==> src/rtl/dbg_pkg.sv <==
// Shared debug constants and the register-dump FSM state encoding.
package dbg_pkg;

  localparam int unsigned DBG_NUM_REGS  = 32;
  localparam int unsigned DBG_SEL_W     = 5;
  localparam int unsigned DBG_XLEN      = 32;
  localparam logic [7:0]  DBG_SYNC_BYTE = 8'hA5;

  typedef enum logic [2:0] {
    ST_IDLE = 3'd0,
    ST_HALT = 3'd1,
    ST_SYNC = 3'd2,
    ST_LOAD = 3'd3,
    ST_SEND = 3'd4,
    ST_CSUM = 3'd5,
    ST_DONE = 3'd6
  } dump_state_e;

endpackage

==> src/rtl/word_serializer.sv <==
// Word-to-byte serializer with a valid/ready output, LSB first.
// A single byte can also be loaded; it is then presented as the last byte.
module word_serializer #(
  parameter int unsigned XLEN = 32
) (
  input  logic            clk,
  input  logic            rst,
  input  logic            load_word_i,
  input  logic [XLEN-1:0] word_i,
  input  logic            load_byte_i,
  input  logic [7:0]      byte_i,
  output logic [7:0]      tx_data_o,
  output logic            tx_valid_o,
  input  logic            tx_ready_i,
  output logic            accept_c_o,
  output logic            last_byte_c_o
);

  localparam int unsigned NBYTES = XLEN / 8;
  localparam int unsigned CNT_W  = (NBYTES > 1) ? $clog2(NBYTES) : 1;
  localparam logic [CNT_W-1:0] LAST_CNT = CNT_W'(NBYTES - 1);

  logic [XLEN-1:0]  shreg_q;
  logic [CNT_W-1:0] cnt_q;
  logic             valid_q;

  assign tx_data_o     = shreg_q[7:0];
  assign tx_valid_o    = valid_q;
  assign accept_c_o    = valid_q && tx_ready_i;
  assign last_byte_c_o = (cnt_q == LAST_CNT);

  // Load has priority; otherwise shift one byte per accepted handshake.
  always_ff @(posedge clk) begin
    if (rst) begin
      shreg_q <= '0;
      cnt_q   <= '0;
      valid_q <= 1'b0;
    end else if (load_word_i) begin
      shreg_q <= word_i;
      cnt_q   <= '0;
      valid_q <= 1'b1;
    end else if (load_byte_i) begin
      shreg_q <= XLEN'(byte_i);
      cnt_q   <= LAST_CNT;
      valid_q <= 1'b1;
    end else if (accept_c_o) begin
      if (last_byte_c_o) begin
        valid_q <= 1'b0;
      end else begin
        shreg_q <= shreg_q >> 8;
        cnt_q   <= cnt_q + CNT_W'(1);
      end
    end
  end

endmodule

==> src/rtl/dbg_reg_dump.sv <==
// Debug register-dump engine: halts the core, walks the debug read select
// and streams SYNC, all register bytes and an XOR checksum over valid/ready.
module dbg_reg_dump
  import dbg_pkg::*;
#(
  parameter int unsigned NUM_REGS  = DBG_NUM_REGS,
  parameter int unsigned SEL_W     = DBG_SEL_W,
  parameter int unsigned XLEN      = DBG_XLEN,
  parameter logic [7:0]  SYNC_BYTE = DBG_SYNC_BYTE
) (
  input  logic             clk,
  input  logic             rst,
  input  logic             dump_req,
  output logic             busy,
  output logic             done,
  output logic             core_clk_enable,
  output logic [SEL_W-1:0] dbg_reg_sel,
  input  logic [XLEN-1:0]  dbg_reg_data,
  output logic [7:0]       tx_data,
  output logic             tx_valid,
  input  logic             tx_ready
);

  localparam logic [SEL_W-1:0] LAST_SEL = SEL_W'(NUM_REGS - 1);

  dump_state_e      state_q;
  logic [SEL_W-1:0] sel_q;
  logic [7:0]       csum_q;
  logic             busy_q;
  logic             done_q;
  logic             cce_q;

  logic             accept_c;
  logic             last_byte_c;
  logic             last_reg_c;
  logic             load_word_c;
  logic             load_byte_c;
  logic [7:0]       byte_c;

  assign busy            = busy_q;
  assign done            = done_q;
  assign core_clk_enable = cce_q;
  assign dbg_reg_sel     = sel_q;

  // Serializer load strobes: SYNC byte during HALT, register word in LOAD,
  // checksum (including the byte being accepted now) after the final byte.
  always_comb begin
    last_reg_c  = (sel_q == LAST_SEL);
    load_word_c = (state_q == ST_LOAD);
    load_byte_c = 1'b0;
    byte_c      = SYNC_BYTE;
    if (state_q == ST_HALT) begin
      load_byte_c = 1'b1;
    end else if ((state_q == ST_SEND) && accept_c && last_byte_c && last_reg_c) begin
      load_byte_c = 1'b1;
      byte_c      = csum_q ^ tx_data;
    end
  end

  word_serializer #(
    .XLEN (XLEN)
  ) u_ser (
    .clk           (clk),
    .rst           (rst),
    .load_word_i   (load_word_c),
    .word_i        (dbg_reg_data),
    .load_byte_i   (load_byte_c),
    .byte_i        (byte_c),
    .tx_data_o     (tx_data),
    .tx_valid_o    (tx_valid),
    .tx_ready_i    (tx_ready),
    .accept_c_o    (accept_c),
    .last_byte_c_o (last_byte_c)
  );

  // Dump sequencer with registered status, select, checksum and clock enable.
  always_ff @(posedge clk) begin
    if (rst) begin
      state_q <= ST_IDLE;
      sel_q   <= '0;
      csum_q  <= '0;
      busy_q  <= 1'b0;
      done_q  <= 1'b0;
      cce_q   <= 1'b1;
    end else begin
      done_q <= 1'b0;
      case (state_q)
        ST_IDLE: begin
          if (dump_req) begin
            state_q <= ST_HALT;
            busy_q  <= 1'b1;
            cce_q   <= 1'b0;
            csum_q  <= '0;
            sel_q   <= '0;
          end
        end
        ST_HALT: state_q <= ST_SYNC;
        ST_SYNC: begin
          if (accept_c) state_q <= ST_LOAD;
        end
        ST_LOAD: state_q <= ST_SEND;
        ST_SEND: begin
          if (accept_c) begin
            csum_q <= csum_q ^ tx_data;
            if (last_byte_c) begin
              if (last_reg_c) begin
                state_q <= ST_CSUM;
              end else begin
                sel_q   <= sel_q + SEL_W'(1);
                state_q <= ST_LOAD;
              end
            end
          end
        end
        ST_CSUM: begin
          if (accept_c) begin
            state_q <= ST_DONE;
            done_q  <= 1'b1;
            cce_q   <= 1'b1;
            sel_q   <= '0;
          end
        end
        ST_DONE: begin
          state_q <= ST_IDLE;
          busy_q  <= 1'b0;
        end
        default: state_q <= ST_IDLE;
      endcase
    end
  end

endmodule

==> config.mk <==
export PLATFORM = sky130hd
export DESIGN_NAME = dbg_reg_dump
export DESIGN_NICKNAME = d
export VERILOG_FILES = /design/src/rtl/dbg_pkg.sv /design/src/rtl/word_serializer.sv /design/src/rtl/dbg_reg_dump.sv
export SDC_FILE = /design/constraint.sdc
export NUM_CORES = 1
export LEC_CHECK = 0
export CAP_MARGIN = 10
export CORE_AREA = 2 2 87 89
export CTS_BUF_LIST = sky130_fd_sc_hd__clkbuf_8
export CTS_CLUSTER_SIZE = 28
export DETAILED_ROUTE_END_ITERATION = 8
export DIE_AREA = 0 0 89 91
export PLACE_DENSITY = 0.67
export SLEW_MARGIN = 25
export SYNTH_ARGS = -nofsm -noshare
export SYNTH_HDL_FRONTEND = slang
export SYNTH_HIERARCHICAL = 1
export SYNTH_SLANG_ARGS = --single-unit
==> constraint.sdc <==
create_clock -name clk -period 2.2 [get_ports clk]
set_input_delay 0.33 -clock clk [delete_from_list [all_inputs] [get_ports clk]]
set_output_delay 0.33 -clock clk [all_outputs]
set_load 0.02 [all_outputs]
==> metrics.md <==
| Metric | Value |
|---|---|
| Status | `finished, final reports clean` |
| Worst slew margin | `57.98%` |
| Delay-heaviest family, CP | `simple AND/OR/NAND/NOR gates` |
| Mapped Nets | `386` |
| Post-synth ARST share | `0%` |
| Clk root buf | `clkbuf_8` |
| Worst path required time | `2.38 ns` |
| Register-to-register setup slack | `0.03 ns` |
| Hold Path Sink | `busy` |
| CTS Buffer Depth | `2` |
| Final hold viol count | `0` |
| Vias | `around 2700` |
| Total CTS buffers | `5` |
| # fillers | `661` |
| Crit path capture type | `flip-flop` |
| Drt first pass iters | `4` |
| Total congestion overflow | `0` |
| Flops & latches, synth | `54` |
| Cell taking the most area after synthesis | `dfxtp_1` |
| Final Setup Violations | `0` |
| Slew @ Worst Pin | `0.6245 ns` |
| Post-synth EDFFs | `0` |
| RePlAce Congestion | `0.8286` |
| WL/cell | `~15 um` |
| Worst Hold Path Cells | `2` |
| I/O Pins | `53` |
| Placed instance area | `3806 um2` |
| Antenna Cells | `0` |
| P_int | `~0.0027 W` |
| Total track usage | `about a fifth` |
| Final-report max-slew violation count | `0` |
| Mapped Cells | `345` |
| Worst EP arrival | `2.35 ns` |
| Synthesis Warnings | `6` |
| CP Max Fanout | `5` |
| Power Total | `0.004646 W` |
| Core ar. | `7137 um2` |
| Worst R2R Start | `dbg_reg_sel[0]` |
| Initial antenna violation count | `0` |
| Worst R2R End | `u_ser/shreg_q[9]` |
| Core Rows | `31` |
| First-pass GRT wire length | `around 12 mm` |
| Detail Route Antenna Nets | `0` |
| Post-route insts no fill | `499` |
| Reg power frac | `29.5%` |
| Crit start category | `flip-flop` |
| Final instance area | `4003 um2` |
| Peak per-stage delay on the critical path | `around 0.36 ns` |
| Clock power frac | `around an eighth` |
| Max Fclk | `0.4614 GHz` |
| Yosys top cell area share | `34.46%` |
| Setup TNS | `0 ns` |
| Max cap viols | `0` |
| CTS tree | `built` |
| Nets@finish | `440` |
| Crit-path cells | `ha_4 -> and3_1 -> ha_2 -> and2_4 -> a31o_4 -> or2_1 -> buf_4 -> nor3_1 -> a211oi_2` |
| Register area share after synthesis | `34.46%` |
| Worst vdd ir | `~0.00054 V` |
| Tmin final | `2.167 ns` |
| Mapped Area | `3137 um2` |
| Pin count of the biggest net entering global routing | `43` |
| Post-synth cell types | `between 40 and 50` |
| Bufs and invs on worst path | `1` |
| H-tree lvl count | `2` |
| Logic gate share of total power | `approximately 58%` |
| Skew final | `roughly 0.0085 ns` |
| Vias per inst | `5.473` |
| HPWL after DPL | `5.184 mm` |
| Sw Share | `40.87%` |
| Leak Pwr | `1.368 nW` |
| Hold Startpoint | `rst` |
| Worst-path clk slew | `~0.1 ns` |
| Die X-Extent | `89 um` |
| Total net switching power | `0.001899 W` |
| Worst skew pair latency | `0.31 ns` |
| Die area | `8099 um2` |
| Tcrit/Tclk final | `a little over nine tenths` |
| Initial drt markers | `131` |
| Initial core utilization | `43.95%` |
| Dominant cells by area after synthesis | `dfxtp_1 34%, a21oi_1 5.3%, a211oi_2 4.0%` |
| Mapped Avg Cell Area | `9.092 um2` |
| Area growth syn-to-layout | `27.60%` |
| Post-layout util | `between 50% and 60%` |
| Layout cells sized above 1 | `24.75%` |
| Hold crit path type | `in -> reg` |
| Vias in the first global route | `approximately 2600` |
| Slowest cell on crit path | `dfxtp_4` |
| CP Class | `reg -> reg` |
| DRC | `0` |
| Placed Cells | `488` |
| Worst reg2reg path depth | `9` |
| Routed WL | `7.516 mm` |
| Pwr Density | `1161 nW/um2` |
| DIE HEIGHT | `slightly above 90 um` |
| Sink Count | `54` |
| # port buffers | `52` |
| Main synth FF type | `dfxtp_1` |
## how the worst max path moves through the flow
| stage | from | to | slack (ns) | depth (start not counted) |
|---|---|---|---|---|
| after CTS | dbg_reg_sel[0] | u_ser/shreg_q[8] | 0.02 | 10 |
| after floorplan | dbg_reg_sel[0] | u_ser/shreg_q[6] | 0.003 | 11 |
| after global placement | tx_ready | u_ser/shreg_q[2] | -0.22 | 10 |
| after detailed placement | tx_ready | u_ser/shreg_q[2] | -0.28 | 10 |
| after global routing | dbg_reg_sel[0] | u_ser/shreg_q[9] | -0.02 | 9 |
| final | dbg_reg_sel[0] | u_ser/shreg_q[9] | 0.03 | 9 |
## metrics by stage
stage                     hold WS, ns  setup WS [ns]
final                          0.4246        0.03280
after global placement         0.4727        -0.2216
after floorplan                0.4440       0.002905
after CTS                      0.4228        0.01520
after detailed placement       0.4780        -0.2773
after global routing           0.4616       -0.01654
## power groups by stage
stage	logic (W)	registers [W]	clock network, W
final	0.00269	0.00137	0.000586
after global routing	0.00291	0.00140	0.000626
after CTS	0.00254	0.00137	0.000598
after detailed placement	0.00243	0.00139	0
after global placement	0.00240	0.00138	0
after floorplan	0.00189	0.00134	0
## synthesized netlist by cell type (2+ instances only)
cell type / n
a211oi_1: 7
a211oi_2: 10
a21oi_1: 33
a32oi_1: 8
and2_1: 2
and3_1: 4
and3b_1: 2
buf_2: 9
buf_4: 14
buf_6: 8
clkbuf_1: 5
dfxtp_1: 54
ha_1: 5
inv_1: 15
mux2_2: 9
nand2_1: 10
nand2b_1: 11
nand3_1: 22
nand3b_1: 2
nor2_1: 21
nor3_1: 10
nor3_2: 10
nor3b_1: 7
nor3b_2: 9
o211ai_1: 2
o21a_1: 10
o21ai_0: 4
o221ai_1: 5
o221ai_2: 3
o31ai_1: 2
o32ai_1: 8
xnor2_1: 9
## final cells by class
| type | instances | area, um2 | share of cell area, % |
|---|---|---|---|
| multi-input cells | 238 | 1802 | 45.01 |
| flip-flops and latches | 54 | 1086 | 27.13 |
| repair buffers | 84 | 835.8 | 20.88 |
| well taps | 99 | 123.9 | 3.095 |
| clock buffers | 6 | 82.58 | 2.063 |
| inverters | 16 | 60.06 | 1.500 |
| clock inverters | 2 | 12.51 | 0.3126 |
## cell families after synthesis
logic type	Yosys count	share of synthesized area, %
buf+inv	53	10.29
xor+xnor	9	2.513
compound gates	96	23.33
mux	10	3.550
simple gates	118	23.85
flops	54	34.46
fa+ha+maj	5	1.994
## registers in the layout (all words and copies together), names as in the netlist
| signal | flops |
|---|---|
| busy | 1 |
| core_clk_enable | 1 |
| csum_q | 8 |
| dbg_reg_sel | 5 |
| done | 1 |
| state_q | 3 |
| u_ser/cnt_q | 2 |
| u_ser/shreg_q | 32 |
| u_ser/tx_valid_o | 1 |
## what timing repair did
item / CTS / global route
setup buffers: 2 / 0
pin swaps: 0 / 1
cloned: 0 / 1
endpoints found under the hold margin: 0 / 0
endpoints found under the setup margin: 24 / 19
gates resized for setup: 2 / 8
hold buffers: 0 / 0
## metal layers
layer	wire length (um)	up-vias	global-route usage [%]	share of wire (%)
li1	-	1359	-	-
met1	3603	1290	24.59	48
met2	3553	75	31.09	47
met3	303	7	3.455	4.0
met4	55	0	4.851	0.73
met5	0	-	0	0
## worst reg2reg max path, stage by stage, from the launching register on
cell and delay (ns):
dfxtp_4 0.36, ha_4 0.15, and3_1 0.20, ha_2 0.19, and2_4 0.14, a31o_4 0.24, or2_1 0.26, buf_4 0.18
nor3_1 0.24, a211oi_2 0.08
## cells in the final DEF (no fill, tap or decap), types with 10 or more instances in the layout
master and count:
a21oi_1 33, nor3b_2 10, o21a_1 10, clkdlybuf4s50_1 51
nand3_1 22, buf_4 26, nand2b_1 11, a211oi_2 12
nor2_1 20, nor3_2 11, dfxtp_1 52, nand2_1 10
inv_1 15
Power figures use the tool's default switching activity.
